File: config.mk
export PLATFORM = sky130hd
export DESIGN_NAME = seq_pattern_detector_flat
export DESIGN_NICKNAME = d
export VERILOG_FILES = /design/src/rtl/seq_pattern_detector_if.sv /design/src/rtl/seq_pattern_detector.sv /design/src/flat_wrapper.sv
export SDC_FILE = /design/constraint.sdc
export NUM_CORES = 1
export LEC_CHECK = 0
export ABC_AREA = 1
export CORE_UTILIZATION = 30
export DETAILED_ROUTE_END_ITERATION = 8
export DONT_BUFFER_PORTS = 1
export HOLD_SLACK_MARGIN = 0.08
export SKIP_CTS_REPAIR_TIMING = 1
export SYNTH_ARGS = -nofsm -noshare
export SYNTH_HDL_FRONTEND = slang
export SYNTH_SLANG_ARGS = --single-unit
File: constraint.sdc
create_clock -name clk -period 2.5 [get_ports clk]
set_input_delay 0.25 -clock clk [delete_from_list [all_inputs] [get_ports clk]]
set_output_delay 0.25 -clock clk [all_outputs]
set_load 0.01 [all_outputs]
File: src/rtl/seq_pattern_detector_if.sv
// ---------------------------------------------------------------------------
// | Module  : seq_pattern_detector_if                                        |
// | Brief   : Config/stream/result bundle for seq_pattern_detector.          |
// |           cnt_clr is present only when SEQ_DET_CNT_CLR_EN is defined.    |
// | Revision: 1.0  initial release                                           |
// ---------------------------------------------------------------------------
`default_nettype none

interface seq_pattern_detector_if #(
  parameter int MAX_LEN = 8,
  parameter int CNT_W   = 8,
  parameter int LEN_W   = $clog2(MAX_LEN + 1)
);
  logic               cfg_we;
  logic [MAX_LEN-1:0] cfg_pattern;
  logic [LEN_W-1:0]   cfg_len;
  logic               cfg_overlap;
  logic               in_valid;
  logic               in_bit;
`ifdef SEQ_DET_CNT_CLR_EN
  logic               cnt_clr;
`endif
  logic               armed;
  logic               detected;
  logic [CNT_W-1:0]   match_count;

  modport master (
    output cfg_we, cfg_pattern, cfg_len, cfg_overlap, in_valid, in_bit,
`ifdef SEQ_DET_CNT_CLR_EN
    output cnt_clr,
`endif
    input  armed, detected, match_count
  );

  modport slave (
    input  cfg_we, cfg_pattern, cfg_len, cfg_overlap, in_valid, in_bit,
`ifdef SEQ_DET_CNT_CLR_EN
    input  cnt_clr,
`endif
    output armed, detected, match_count
  );
endinterface

`default_nettype wire

File: src/rtl/seq_pattern_detector.sv
// ---------------------------------------------------------------------------
// | Module  : seq_pattern_detector                                           |
// | Brief   : Run-time configurable serial pattern detector with registered  |
// |           match pulse and saturating counter. Optional synchronous       |
// |           counter clear enabled by macro SEQ_DET_CNT_CLR_EN.             |
// | Revision: 1.0  initial release                                           |
// ---------------------------------------------------------------------------
`default_nettype none

module seq_pattern_detector #(
  parameter int MAX_LEN = 8,
  parameter int CNT_W   = 8,
  parameter int LEN_W   = $clog2(MAX_LEN + 1)
) (
  input  wire logic              clk,
  input  wire logic              rst,
  seq_pattern_detector_if.slave  bus
);

  typedef enum logic [0:0] {
    S_UNCFG = 1'b0,
    S_ARMED = 1'b1
  } state_e;

  state_e             state_q;
  logic               armed_q;
  logic               detected_q;
  logic [CNT_W-1:0]   count_q;
  logic [MAX_LEN-1:0] hist_q;
  logic [LEN_W-1:0]   fill_q;
  logic [MAX_LEN-1:0] pat_q;
  logic [LEN_W-1:0]   len_q;
  logic               ovl_q;

  logic [MAX_LEN-1:0] w_cand;
  logic [MAX_LEN-1:0] w_mask;
  logic               w_fill_ok;
  logic               w_hit;
  logic               w_cfg_legal;
  logic [LEN_W-1:0]   fill_d;

  assign w_cand = {hist_q[MAX_LEN-2:0], bus.in_bit};

  // Mask selects the low len_q bits so pattern bits above the length are ignored.
  always_comb begin
    w_mask = '0;
    for (int i = 0; i < MAX_LEN; i++) begin
      w_mask[i] = (LEN_W'(i) < len_q);
    end
  end

  // Widened by one bit so fill_q + 1 cannot wrap when MAX_LEN + 1 is a power of two.
  assign w_fill_ok   = ({1'b0, fill_q} + (LEN_W+1)'(1)) >= {1'b0, len_q};
  assign w_hit       = w_fill_ok && (((w_cand ^ pat_q) & w_mask) == '0);
  assign w_cfg_legal = (bus.cfg_len != '0) && (bus.cfg_len <= LEN_W'(MAX_LEN));
  assign fill_d      = (fill_q == LEN_W'(MAX_LEN)) ? fill_q : fill_q + LEN_W'(1);

  always_ff @(posedge clk or posedge rst) begin
    if (rst) begin
      state_q    <= S_UNCFG;
      armed_q    <= 1'b0;
      detected_q <= 1'b0;
      count_q    <= '0;
      hist_q     <= '0;
      fill_q     <= '0;
      pat_q      <= '0;
      len_q      <= '0;
      ovl_q      <= 1'b0;
    end else begin
      detected_q <= 1'b0;
      if (bus.cfg_we) begin
        // Configuration takes priority; a coincident in_bit is dropped.
        pat_q   <= bus.cfg_pattern;
        len_q   <= bus.cfg_len;
        ovl_q   <= bus.cfg_overlap;
        hist_q  <= '0;
        fill_q  <= '0;
        count_q <= '0;
        state_q <= w_cfg_legal ? S_ARMED : S_UNCFG;
        armed_q <= w_cfg_legal;
      end else if ((state_q == S_ARMED) && bus.in_valid) begin
        if (w_hit && !ovl_q) begin
          hist_q <= '0;
          fill_q <= '0;
        end else begin
          hist_q <= w_cand;
          fill_q <= fill_d;
        end
        if (w_hit) begin
          detected_q <= 1'b1;
          if (count_q != {CNT_W{1'b1}}) begin
            count_q <= count_q + CNT_W'(1);
          end
        end
      end
`ifdef SEQ_DET_CNT_CLR_EN
      if (bus.cnt_clr) begin
        count_q <= '0;
      end
`endif
    end
  end

  assign bus.armed       = armed_q;
  assign bus.detected    = detected_q;
  assign bus.match_count = count_q;

endmodule

`default_nettype wire

File: src/flat_wrapper.sv
// flat-port wrapper written by rule: the top's interface ports become plain ports
module seq_pattern_detector_flat 
#(
  parameter int MAX_LEN = 8,
  parameter int CNT_W   = 8,
  parameter int LEN_W   = $clog2(MAX_LEN + 1)
)
  (clk, rst, bus_cfg_we, bus_cfg_pattern, bus_cfg_len, bus_cfg_overlap, bus_in_valid, bus_in_bit, bus_armed, bus_detected, bus_match_count);
  seq_pattern_detector_if #(.MAX_LEN(MAX_LEN), .CNT_W(CNT_W), .LEN_W(LEN_W)) bus_i ();
  input  wire logic clk;
  input  wire logic rst;
  input wire logic [$bits(bus_i.cfg_we)-1:0] bus_cfg_we;
  input wire logic [$bits(bus_i.cfg_pattern)-1:0] bus_cfg_pattern;
  input wire logic [$bits(bus_i.cfg_len)-1:0] bus_cfg_len;
  input wire logic [$bits(bus_i.cfg_overlap)-1:0] bus_cfg_overlap;
  input wire logic [$bits(bus_i.in_valid)-1:0] bus_in_valid;
  input wire logic [$bits(bus_i.in_bit)-1:0] bus_in_bit;
  output wire logic [$bits(bus_i.armed)-1:0] bus_armed;
  output wire logic [$bits(bus_i.detected)-1:0] bus_detected;
  output wire logic [$bits(bus_i.match_count)-1:0] bus_match_count;
  assign bus_i.cfg_we = bus_cfg_we;
  assign bus_i.cfg_pattern = bus_cfg_pattern;
  assign bus_i.cfg_len = bus_cfg_len;
  assign bus_i.cfg_overlap = bus_cfg_overlap;
  assign bus_i.in_valid = bus_in_valid;
  assign bus_i.in_bit = bus_in_bit;
  assign bus_armed = bus_i.armed;
  assign bus_detected = bus_i.detected;
  assign bus_match_count = bus_i.match_count;
  seq_pattern_detector #(.MAX_LEN(MAX_LEN), .CNT_W(CNT_W), .LEN_W(LEN_W)) u_core (.clk(clk), .rst(rst), .bus(bus_i));
endmodule
; ---- After elaboration in Yosys (flattened, before gate mapping)
; Index checks and enable logic that the tools add are counted.
[word_totals]
in_bits = 18
out_inout_bits = 10
word_cells = 54
ff_bits = 35
[op_classes]
eq_ne = 3
n_reduce_logical = 12
magnitude_cmp = 10
mux = 15
bitwise_logic = 2
addsub = 3
[op_table]
columns = operator, n
row1 = $mux 8, 4
row2 = $mux 7, 3
row3 = $lt 3x4->1 const A, 4
row4 = $mux 4, 4
row5 = $add 8x1->8 const B, 1
row6 = $and 8x8->8, 1
row7 = $logic_not 8->1, 1
row8 = $lt 1x4->1 const A, 2
row9 = $lt 2x4->1 const A, 2
row10 = $ne 8x8->1 const B, 1
row11 = $xor 8x8->8, 1
row12 = $reduce_bool 2->1, 3
row13 = $add 4x1->5 const B, 1
row14 = $ge 5x4->1, 1
row15 = $add 4x1->4 const B, 1
row16 = $eq 4x4->1 const B, 1
row17 = $le 4x4->1 const B, 1
row18 = $logic_and 1x1->1, 4
row19 = $mux 1, 4
row20 = $reduce_bool 4->1, 1
row21 = $ne 3x3->1 const B, 1
row22 = $reduce_and 3->1, 1
row23 = $reduce_and 2->1, 1
row24 = $logic_not 1->1, 1

; ---- Logic depth before layout (Yosys ltp)
; Gate-level depths: netlist (run 1).
[logic_depth]
word_depth = 8
mapped_depth = 13
ltp_nobuf = 12

; ---- Worst setup path before layout (run 1)
; No wires, ideal clock.
[synth_timing]
path_kind = flip-flop to flip-flop
start = reg u_core.fill_q[0]
end = reg u_core.count_q[7] (netlist: u_core.bus.match_count[7])
path_buffers = 1
path_slack_ns = 0.473
required_time_ns = 2.383
t_arrival_ns = 1.910
synth_period_minus_slack_ns = 2.027
setup_ns = 0.117
stages_incl_launch_ff = 14
cell_sequence = dfrtp_1 > ha_1 > xor2_1 > ha_1 > nand2_1 > nor2_1 > nand2_1 > nand4_1 > nand3_2 > nand2_2 > nand3_4 > buf_6 > nand2_2 > o21ai_2
[synth_via]
elab_chain_len = 5
[synth_lines]
columns = element, line_no
row1 = start: declaration, seq_pattern_detector.sv:30  ; logic [LEN_W-1:0] fill_q;
row2 = start signal: assignment, seq_pattern_detector.sv:87  ; fill_q <= fill_d;
row3 = $add 4x1->5, seq_pattern_detector.sv:53  ; assign w_fill_ok = ({1'b0, fill_q} + (LEN_W+1)'(1)) >= {1'b0, len_q};
row4 = $ge 5x4->1, seq_pattern_detector.sv:53
row5 = $logic_and 1x1->1, seq_pattern_detector.sv:54  ; assign w_hit = w_fill_ok && (((w_cand ^ pat_q) & w_mask) == '0);
row6 = $reduce_bool 2->1 (no source line), -
row7 = $reduce_and 3->1 (no source line), -
row8 = end signal: assignment, seq_pattern_detector.sv:92  ; count_q <= count_q + CNT_W'(1);
row9 = end: declaration, seq_pattern_detector.sv:28  ; logic [CNT_W-1:0] count_q;
; Every way passes these cells.
; A chain may end at the register's enable or synchronous reset.

; ---- Final worst setup path (run 1)
[layout_timing]
start = reg u_core.fill_q[0]
end = reg u_core.count_q[1] (netlist: u_core.bus.match_count[1])
; Same word-level chain as after synthesis.

==> results of run 1 <==
[cell usage in the layout (no fill, tap or decap), drive strengths merged, types with 4 or more instances in the layout]
master and instances:
xor2 4, nor3 5, nand4 8, nand3 18, nor2 10, dlygate4sd3 4
nand2 95, inv 36, clkbuf 7, or2 4, dfrtp 34, ha 7
o21ai 28
[where the power goes]
group | internal [mW] | total [mW] | switching (mW) | leakage [nW]
Sequential | 0.601 | 0.666 | 0.0646 | 0.444
Clock | 0.222 | 0.424 | 0.202 | 0.0482
Combinational | 0.121 | 0.314 | 0.193 | 0.547
Total | 0.944 | 1.40 | 0.459 | 1.04
[worst max-delay path, cell delays in order, from the launching register on]
cell     delay [ps]
dfrtp_1         420
ha_1            250
xor2_1          170
ha_1            330
nand2_1          70
nor2_1          120
nand2_1          60
nand4_1         120
nand3_2          90
nand2_2         110
nand3_4         210
nand2_1         140
o21ai_2          60
[cell usage after synthesis]
cell type	number	area, µm²
o21ai_2	8	70.1
buf_6	2	22.5
inv_2	2	7.51
nor3_1	5	25.0
nor2_2	3	18.8
nand2_1	90	338
dfrtp_1	34	851
o21ai_0	20	100
nand4_1	8	50.1
nand3_2	2	20.0
buf_2	1	5.00
clkbuf_1	2	7.51
ha_1	7	87.6
or2_2	4	25.0
nand2_2	5	31.3
nand3_4	1	17.5
xnor2_1	1	8.76
nand3_1	15	75.1
nor2_1	7	26.3
inv_1	34	128
xor2_1	4	35.0
[cell families (layout without fill, tap and decap cells)]
kind of cell / after synthesis / after routing / synth area share [%]
AO/OA/AOI/OAI: 28 / 28 / 8.73
buffers and inverters: 41 / 49 / 8.73
flip-flops: 34 / 34 / 43.6
adder cells (fa/ha/maj): 7 / 7 / 4.49
XOR/XNOR: 5 / 5 / 2.25
AND/OR/NAND/NOR: 140 / 140 / 32.2
[cell type report]
type	instances	share of cell area [%]
clock buffer	7	4.02
clock inverter	1	0.233
inverter	36	6.29
multi-input combinational	180	43.2
sequential	34	39.6
tap	77	4.48
timing repair buffer	5	2.21
[stage by stage]
stage	instance area (µm²)	setup WS (ps)	std cells
after floorplan	1950	473	255
after global placement	2020	351	328
after detailed placement	2020	302	328
after CTS	2110	272	336
after global routing	2150	76.7	340
final	2150	252	340
[path summary, 6_finish.rpt]
path | endpoint | slack [ps] | from | depth (start not counted)
worst max-delay path | u_core.bus.match_count[1]$_DFFE_PP0P_ | 250 | u_core.fill_q[0]$_DFFE_PP0P_ | 12
worst min-delay path | u_core.pat_q[0]$_DFFE_PP0P_ | 70 | bus_cfg_we | 1
worst max register to register | u_core.bus.match_count[1]$_DFFE_PP0P_ | 250 | u_core.fill_q[0]$_DFFE_PP0P_ | 12
worst min register to register | u_core.hist_q[2]$_DFFE_PP0P_ | 510 | u_core.hist_q[2]$_DFFE_PP0P_ | 2
max in group asynchronous | u_core.len_q[2]$_DFFE_PP0P_ | 1690 | rst | 3
min in group asynchronous | u_core.pat_q[0]$_DFFE_PP0P_ | 490 | rst | 3
[state kept, by name, summed over array words and instances (netlist names)]
name / cells
u_core.fill_q: 4
u_core.len_q: 4
u_core.hist_q: 7
u_core.ovl_q: 1
u_core.bus.match_count: 8
u_core.pat_q: 8
u_core.bus.armed: 1
u_core.bus.detected: 1
[per-layer routing]
| layer | part of all wire (%) | GRT usage [%] |
|---|---|---|
| met1 | 47 | 16.4 |
| met2 | 49 | 21.4 |
| met3 | 2.8 | 2.64 |
| met4 | 2.1 | 7.07 |
| met5 | 0 | 0 |
==> results.json, run 1 <==
{
  "status": "complete, no violations",
  "fillCellCount": 678,
  "total_power_mw": 1.40,
  "die_y_um": 82.6,
  "cts_tree": "done",
  "clock_sinks": 34,
  "drive_above_1_share_pct": 12.5,
  "max_clock_freq_ghz": 0.445,
  "syn_area_per_cell_um2": 7.64,
  "first_global_vias": 1486,
  "tightest_slew_ps": 445,
  "clkTransAtPathRegs_ps": 70,
  "track_usage_pct": 13.2,
  "cts_buffers": 5,
  "holdWs_ps": 66.6,
  "cts_max_path_buffers": 2,
  "clock_skew_ps": 6.47,
  "netlist_area_um2": 1950,
  "grt_max_degree": 35,
  "hold_viol_final": 0,
  "seq_area_frac_synth_pct": 43.6,
  "fin_util_pct": 34.0,
  "final_max_slew_viol_count": 0,
  "rsz0062_at_grt": "no",
  "critPathKind": "flip-flop to flip-flop",
  "clk_latency_ps": 290,
  "portBuffers": 0,
  "cp-start-kind": "flip-flop",
  "seq_area_um2": 851,
  "row_count": 29,
  "vias_per_cell": 4.68,
  "cp.arrival_ps": 2420,
  "routabilityCongestion": 0.884,
  "hpwl_um": 2900,
  "initial_core_util_pct": 30.9,
  "drcViolationCount": 0,
  "dieArea_um2": 6820,
  "multi_input_area_um2": 928,
  "power.leakage_nw": 1.04,
  "io_pins": 28,
  "grt_antenna_before_repair": 0,
  "crit_path_max_fanout": 16,
  "finalWirelength_um": 4160,
  "syn_inst": 255,
  "grt_pass1_wl_um": 6700,
  "fp.dieW_um": 82.6,
  "first_pass_iters": 4,
  "diodes": 0,
  "coreArea_um2": 6310,
  "overflow": 0,
  "ys_ff_latch": 34,
  "post-route-period-util_pct": 89.9,
  "max_cap_violations": 0,
  "ant_nets": 0,
  "endpoint_kind": "flip-flop",
  "ys_types": 21,
  "htreeDepth": 2,
  "cts_root_buf": "clkbuf_8",
  "critical_path_required_ps": 2670,
  "holdCritPathClass": "input port to flip-flop",
  "fin_nets": 287,
  "final.setup.tns_ps": 0,
  "setup_viol": 0,
  "relSlewSlack_pct": 70.4,
  "finalWorstPathRequiredPeriod_ps": 2250,
  "wire_per_inst_um": 12.2,
  "vias": 1592,
  "synth_fp_nets": 280,
  "ys_warn_count": 0,
  "drt_iter0_drc": 63,
  "p_per_area_nw_per_um2": 653,
  "irDropWorstVdd_mv": 0.323,
  "syn_to_final_growth_pct": 10.3
}
No activity file was read; power rests on OpenSTA's default activity.
==> inputs of run 2 (changes only) <==
--- a/config.mk
+++ b/config.mk
@@ -10,6 +10,7 @@
 export DETAILED_ROUTE_END_ITERATION = 8
 export DONT_BUFFER_PORTS = 1
 export HOLD_SLACK_MARGIN = 0.08
+export MAX_ROUTING_LAYER = met4
 export SKIP_CTS_REPAIR_TIMING = 1
 export SYNTH_ARGS = -nofsm -noshare
 export SYNTH_HDL_FRONTEND = slang
==> run 2 against run 1 <==
Net effect:
- flip-flop and latch count stayed put
- setup slack better by 4.3 ps
- total power is essentially flat
- register-to-register slack about the same
- cell area is the same
- critical endpoint unchanged
- highest routed layer unchanged
==> results.json, run 2 (synthesis results as in run 1) <==
{
  "drt_iter0_drc": 63,
  "critPathKind": "flip-flop to flip-flop",
  "placed_area_um2": 2020,
  "reg2reg_depth": 12,
  "finalWorstPathRequiredPeriod_ps": 2240,
  "vias": 1592,
  "die_y_um": 82.6,
  "pre_cts_ws_ps": 302,
  "routed.top_layer": "met4",
  "cts_tree": "done",
  "hpwl_um": 2900,
  "final_max_slew_viol_count": 0,
  "cp-start-kind": "flip-flop",
  "grt_antenna_before_repair": 0,
  "first_global_vias": 1484,
  "reg2reg_from": "u_core.fill_q[0]$_DFFE_PP0P_",
  "status": "complete, no violations",
  "ff2ff_setup_slack_ps": 260,
  "hold_viol_final": 0,
  "row_count": 29,
  "p_per_area_nw_per_um2": 653,
  "post-route-period-util_pct": 89.7,
  "finalWirelength_um": 4160,
  "cts_buffers": 5,
  "cts_root_buf": "clkbuf_8",
  "final.setup.tns_ps": 0,
  "rsz0062_at_grt": "no",
  "clock_skew_ps": 6.40,
  "cp.arrival_ps": 2420,
  "reg2reg_to": "u_core.bus.match_count[1]$_DFFE_PP0P_",
  "holdCritPathClass": "input port to flip-flop",
  "max_cap_violations": 0,
  "clkTransAtPathRegs_ps": 70,
  "fin_nets": 287,
  "drcViolationCount": 0,
  "critical_path_required_ps": 2670,
  "dieArea_um2": 6820,
  "initial_core_util_pct": 30.9,
  "wire_per_inst_um": 12.2,
  "cts_max_path_buffers": 2,
  "routabilityCongestion": 0.899,
  "wl_met3_um": 113,
  "first_pass_iters": 4,
  "power.leakage_nw": 1.04,
  "grt_pass1_wl_um": 6700,
  "htreeDepth": 2,
  "hp-start": "bus_cfg_we",
  "fp.dieW_um": 82.6,
  "fin_ws_ps": 256,
  "coreArea_um2": 6310,
  "hold_depth": 1,
  "wl_met1_um": 1940,
  "relSlewSlack_pct": 70.4,
  "setup_viol": 0,
  "syn_to_final_growth_pct": 10.3,
  "clk_latency_ps": 290,
  "crit_path_max_fanout": 16,
  "ant_nets": 0,
  "drive_above_1_share_pct": 12.5,
  "endpoint_kind": "flip-flop",
  "overflow": 0,
  "layout_common_cells": "90 x nand2_1, 34 x inv_1, 34 x dfrtp_1",
  "max_clock_freq_ghz": 0.446,
  "design_area_um2": 2150,
  "final_common_cell": "nand2_1",
  "tightest_slew_ps": 445,
  "portBuffers": 0,
  "holdWs_ps": 67.1,
  "diodes": 0,
  "io_pins": 28,
  "clock_sinks": 34,
  "grt_max_degree": 35,
  "worstHoldEndpoint": "u_core.pat_q[0]$_DFFE_PP0P_",
  "irDropWorstVdd_mv": 0.323,
  "track_usage_pct": 13.5,
  "route.met2.wl_um": 2020,
  "vias_per_cell": 4.68
}
==> run 2: cell counts in the layout (fill, tap and decap cells not counted) <==
Identical to the previous run, type by type.
==> run 2: final cells by class <==
| cell class | count | area (µm²) |
|---|---|---|
| clock inverter | 1 | 5.00 |
| tap | 77 | 96.3 |
| fill | 678 | 4160 |
| inverter | 36 | 135 |
| sequential | 34 | 851 |
| multi-input combinational | 180 | 928 |
| clock buffer | 7 | 86.3 |
| timing repair buffer | 5 | 47.5 |
==> run 2: how the worst max path moves through the flow <==
stage                                      start  cells after the start                                    end  slack (ps)
floorplan           u_core.fill_q[0]$_DFFE_PP0P_                     13  u_core.bus.match_count[7]$_DFFE_PP0P_         470
global placement    u_core.fill_q[0]$_DFFE_PP0P_                     12  u_core.bus.match_count[5]$_DFFE_PP0P_         350
detailed placement  u_core.fill_q[0]$_DFFE_PP0P_                     12           u_core.hist_q[0]$_DFFE_PP0P_         300
CTS                 u_core.fill_q[0]$_DFFE_PP0P_                     12  u_core.bus.match_count[2]$_DFFE_PP0P_         270
global route        u_core.fill_q[0]$_DFFE_PP0P_                     12           u_core.hist_q[0]$_DFFE_PP0P_          80
finish              u_core.fill_q[0]$_DFFE_PP0P_                     12  u_core.bus.match_count[1]$_DFFE_PP0P_         260
==> run 2: metrics by stage <==
stage	cells	utilization [%]	power [mW]
after global placement	328	32.0	0.973
after global routing	340	34.0	1.49
after CTS	336	33.4	1.41
after detailed placement	328	32.0	0.981
after floorplan	255	-	0.921
final	340	34.0	1.40
==> run 2: routing by layer <==
| metal | vias up | global-route usage, % |
|---|---|---|
| li1 | 819 | - |
| met1 | 730 | 16.5 |
| met2 | 36 | 21.4 |
| met3 | 7 | 2.53 |
| met4 | 0 | 7.07 |
| met5 | - | - |
==> run 2: report_power, final <==
part           switching (mW)  internal, mW  total (mW)
Sequential             0.0647         0.601       0.666
Clock                   0.201         0.222       0.424
Combinational           0.193         0.121       0.314
==> run 2: worst max-delay path, cell delays in order (launching register included) <==
cell	delay, ps
dfrtp_1	420
ha_1	250
xor2_1	170
ha_1	330
nand2_1	70
nor2_1	120
nand2_1	60
nand4_1	120
nand3_2	90
nand2_2	110
nand3_4	210
nand2_1	140
o21ai_2	60
==> inputs of run 3 (changes only) <==
--- a/config.mk
+++ b/config.mk
@@ -6,11 +6,14 @@
 export NUM_CORES = 1
 export LEC_CHECK = 0
 export ABC_AREA = 1
+export CELL_PAD_IN_SITES_DETAIL_PLACEMENT = 1
+export CELL_PAD_IN_SITES_GLOBAL_PLACEMENT = 1
 export CORE_UTILIZATION = 30
 export DETAILED_ROUTE_END_ITERATION = 8
 export DONT_BUFFER_PORTS = 1
 export HOLD_SLACK_MARGIN = 0.08
 export MAX_ROUTING_LAYER = met4
+export PLACE_DENSITY_LB_ADDON = 0.1
 export SKIP_CTS_REPAIR_TIMING = 1
 export SYNTH_ARGS = -nofsm -noshare
 export SYNTH_HDL_FRONTEND = slang
==> constraint.sdc (replaced) <==
create_clock -name clk -period 2.74 [get_ports clk]
set_input_delay 0.274 -clock clk [delete_from_list [all_inputs] [get_ports clk]]
set_output_delay 0.274 -clock clk [all_outputs]
set_load 0.01 [all_outputs]
==> run 3 against run 2 <==
Net effect:
- cell area barely moved
- clock power rose by 5.2%
- maximum frequency decreased by 1.5%
- via count rose by 0.38%
- clock skew increased by 1.9 ps
- die area stayed put
- final cell count is 0.59% lower
- core utilization about the same
- critical path type unchanged
- critical endpoint is now u_core.hist_q[0]$_DFFE_PP0P_
==> results.json, run 3 (synthesis results as in run 1) <==
{
  "first_pass_iters": 4,
  "grt_pass1_wl_um": 7850,
  "hold_viol_final": 0,
  "placed_area_um2": 2020,
  "critical_path_required_ps": 2950,
  "reg2reg_depth": 12,
  "clock_skew_ps": 8.29,
  "portBuffers": 0,
  "grt_antenna_before_repair": 0,
  "crit_path_max_fanout": 7,
  "fillCellCount": 795,
  "hold_depth": 1,
  "power.leakage_nw": 1.04,
  "cp-start-kind": "flip-flop",
  "reg2reg_to": "u_core.hist_q[0]$_DFFE_PP0P_",
  "drcViolationCount": 0,
  "max_cap_violations": 0,
  "drive_above_1_share_pct": 13.0,
  "relSlewSlack_pct": 70.4,
  "dieArea_um2": 6820,
  "pre_cts_ws_ps": 467,
  "max_clock_freq_ghz": 0.439,
  "cts_max_path_buffers": 2,
  "clkTransAtPathRegs_ps": 80,
  "finalWorstPathRequiredPeriod_ps": 2280,
  "overflow": 0,
  "cts_root_buf": "clkbuf_8",
  "tightest_slew_ps": 444,
  "clock_sinks": 34,
  "irDropWorstVdd_mv": 0.293,
  "hpwl_um": 3510,
  "fin_util_pct": 34.0,
  "final_common_cell": "nand2_1",
  "holdWs_ps": 81.1,
  "status": "complete, no violations",
  "io_pins": 28,
  "fp.dieW_um": 82.6,
  "track_usage_pct": 16.5,
  "routabilityCongestion": 0.728,
  "dp_cells": 328,
  "vias": 1598,
  "final_max_slew_viol_count": 0,
  "design_area_um2": 2150,
  "die_y_um": 82.6,
  "post-route-period-util_pct": 83.2,
  "diodes": 0,
  "p_per_area_nw_per_um2": 626,
  "cts_buffers": 5,
  "layoutNonFillerInstCount": 338,
  "slowest_stage": "dfrtp_1",
  "fin_ws_ps": 462,
  "critPathKind": "flip-flop to flip-flop",
  "crit_chain": "ha_1 -> xor2_1 -> ha_1 -> nand2_1 -> nand2_1 -> nand3_1 -> nand4_1 -> nand3_2 -> nand2_2 -> nand2_2 -> nand2_2 -> o21ai_0",
  "vias_per_cell": 4.73,
  "ant_nets": 0,
  "syn_to_final_growth_pct": 10.2,
  "coreArea_um2": 6310,
  "worstHoldEndpoint": "u_core.pat_q[5]$_DFFE_PP0P_",
  "clk_latency_ps": 300,
  "drt_iter0_drc": 68,
  "setup_viol": 0,
  "initial_core_util_pct": 30.9,
  "endpoint_kind": "flip-flop",
  "holdCritPathClass": "input port to flip-flop",
  "rsz0062_at_grt": "no",
  "first_global_vias": 1555,
  "cp.arrival_ps": 2480,
  "total_power_mw": 1.34,
  "finalWirelength_um": 4820,
  "ff2ff_setup_slack_ps": 460,
  "grt_max_degree": 35,
  "wire_per_inst_um": 14.3,
  "reg2reg_from": "u_core.fill_q[0]$_DFFE_PP0P_",
  "fin_nets": 285,
  "htreeDepth": 2,
  "critPathMaxStageDelay_ps": 440,
  "hp-start": "bus_cfg_we",
  "path_common_cell": "nand2_2",
  "cts_tree": "done",
  "final.setup.tns_ps": 0,
  "layout_common_cells": "90 x nand2_1, 34 x inv_1, 34 x dfrtp_1",
  "row_count": 29
}
## run 3: where the power goes
group / switching, mW / total, mW / internal (mW)
Clock: 0.192 / 0.446 / 0.254
Combinational: 0.180 / 0.289 / 0.109
Sequential: 0.0600 / 0.608 / 0.548
Total: 0.433 / 1.34 / 0.912
## run 3: worst max path at each step
stage	startpoint	endpoint	slack, ps	depth (start not counted)
global placement	u_core.fill_q[0]$_DFFE_PP0P_	u_core.bus.match_count[3]$_DFFE_PP0P_	520	12
finish	u_core.fill_q[0]$_DFFE_PP0P_	u_core.hist_q[0]$_DFFE_PP0P_	460	12
floorplan	u_core.fill_q[0]$_DFFE_PP0P_	u_core.bus.match_count[7]$_DFFE_PP0P_	710	13
detailed placement	u_core.fill_q[0]$_DFFE_PP0P_	u_core.hist_q[0]$_DFFE_PP0P_	470	12
global route	u_core.fill_q[0]$_DFFE_PP0P_	u_core.bus.match_count[2]$_DFFE_PP0P_	250	12
CTS	u_core.fill_q[0]$_DFFE_PP0P_	u_core.hist_q[0]$_DFFE_PP0P_	450	12
## run 3: final cells by class
type / count / area [µm²] / share of cell area, %
Timing Repair Buffer: 3 / 27.5 / 1.28
Multi-Input combinational cell: 180 / 928 / 43.2
Tap cell: 77 / 96.3 / 4.48
Clock buffer: 8 / 110 / 5.13
Inverter: 36 / 135 / 6.29
Sequential cell: 34 / 851 / 39.6
## run 3: critical path, delay by kind of cell, from the launching register on
family | cells | cell delay (ps)
adders and majority gates | 2 | 570
and+or+nand+nor | 8 | 810
DFF | 1 | 440
xor gates and xnor gates | 1 | 160
AOI/OAI and AO/OA | 1 | 200
## run 3: layer usage
metal | global-route usage (%) | vias to the layer above | routed length [µm]
met5 | - | - | 0
met4 | 6.72 | 0 | 84
met3 | 3.41 | 5 | 152
met2 | 23.6 | 20 | 2160
met1 | 22.5 | 764 | 2430
li1 | - | 809 | -
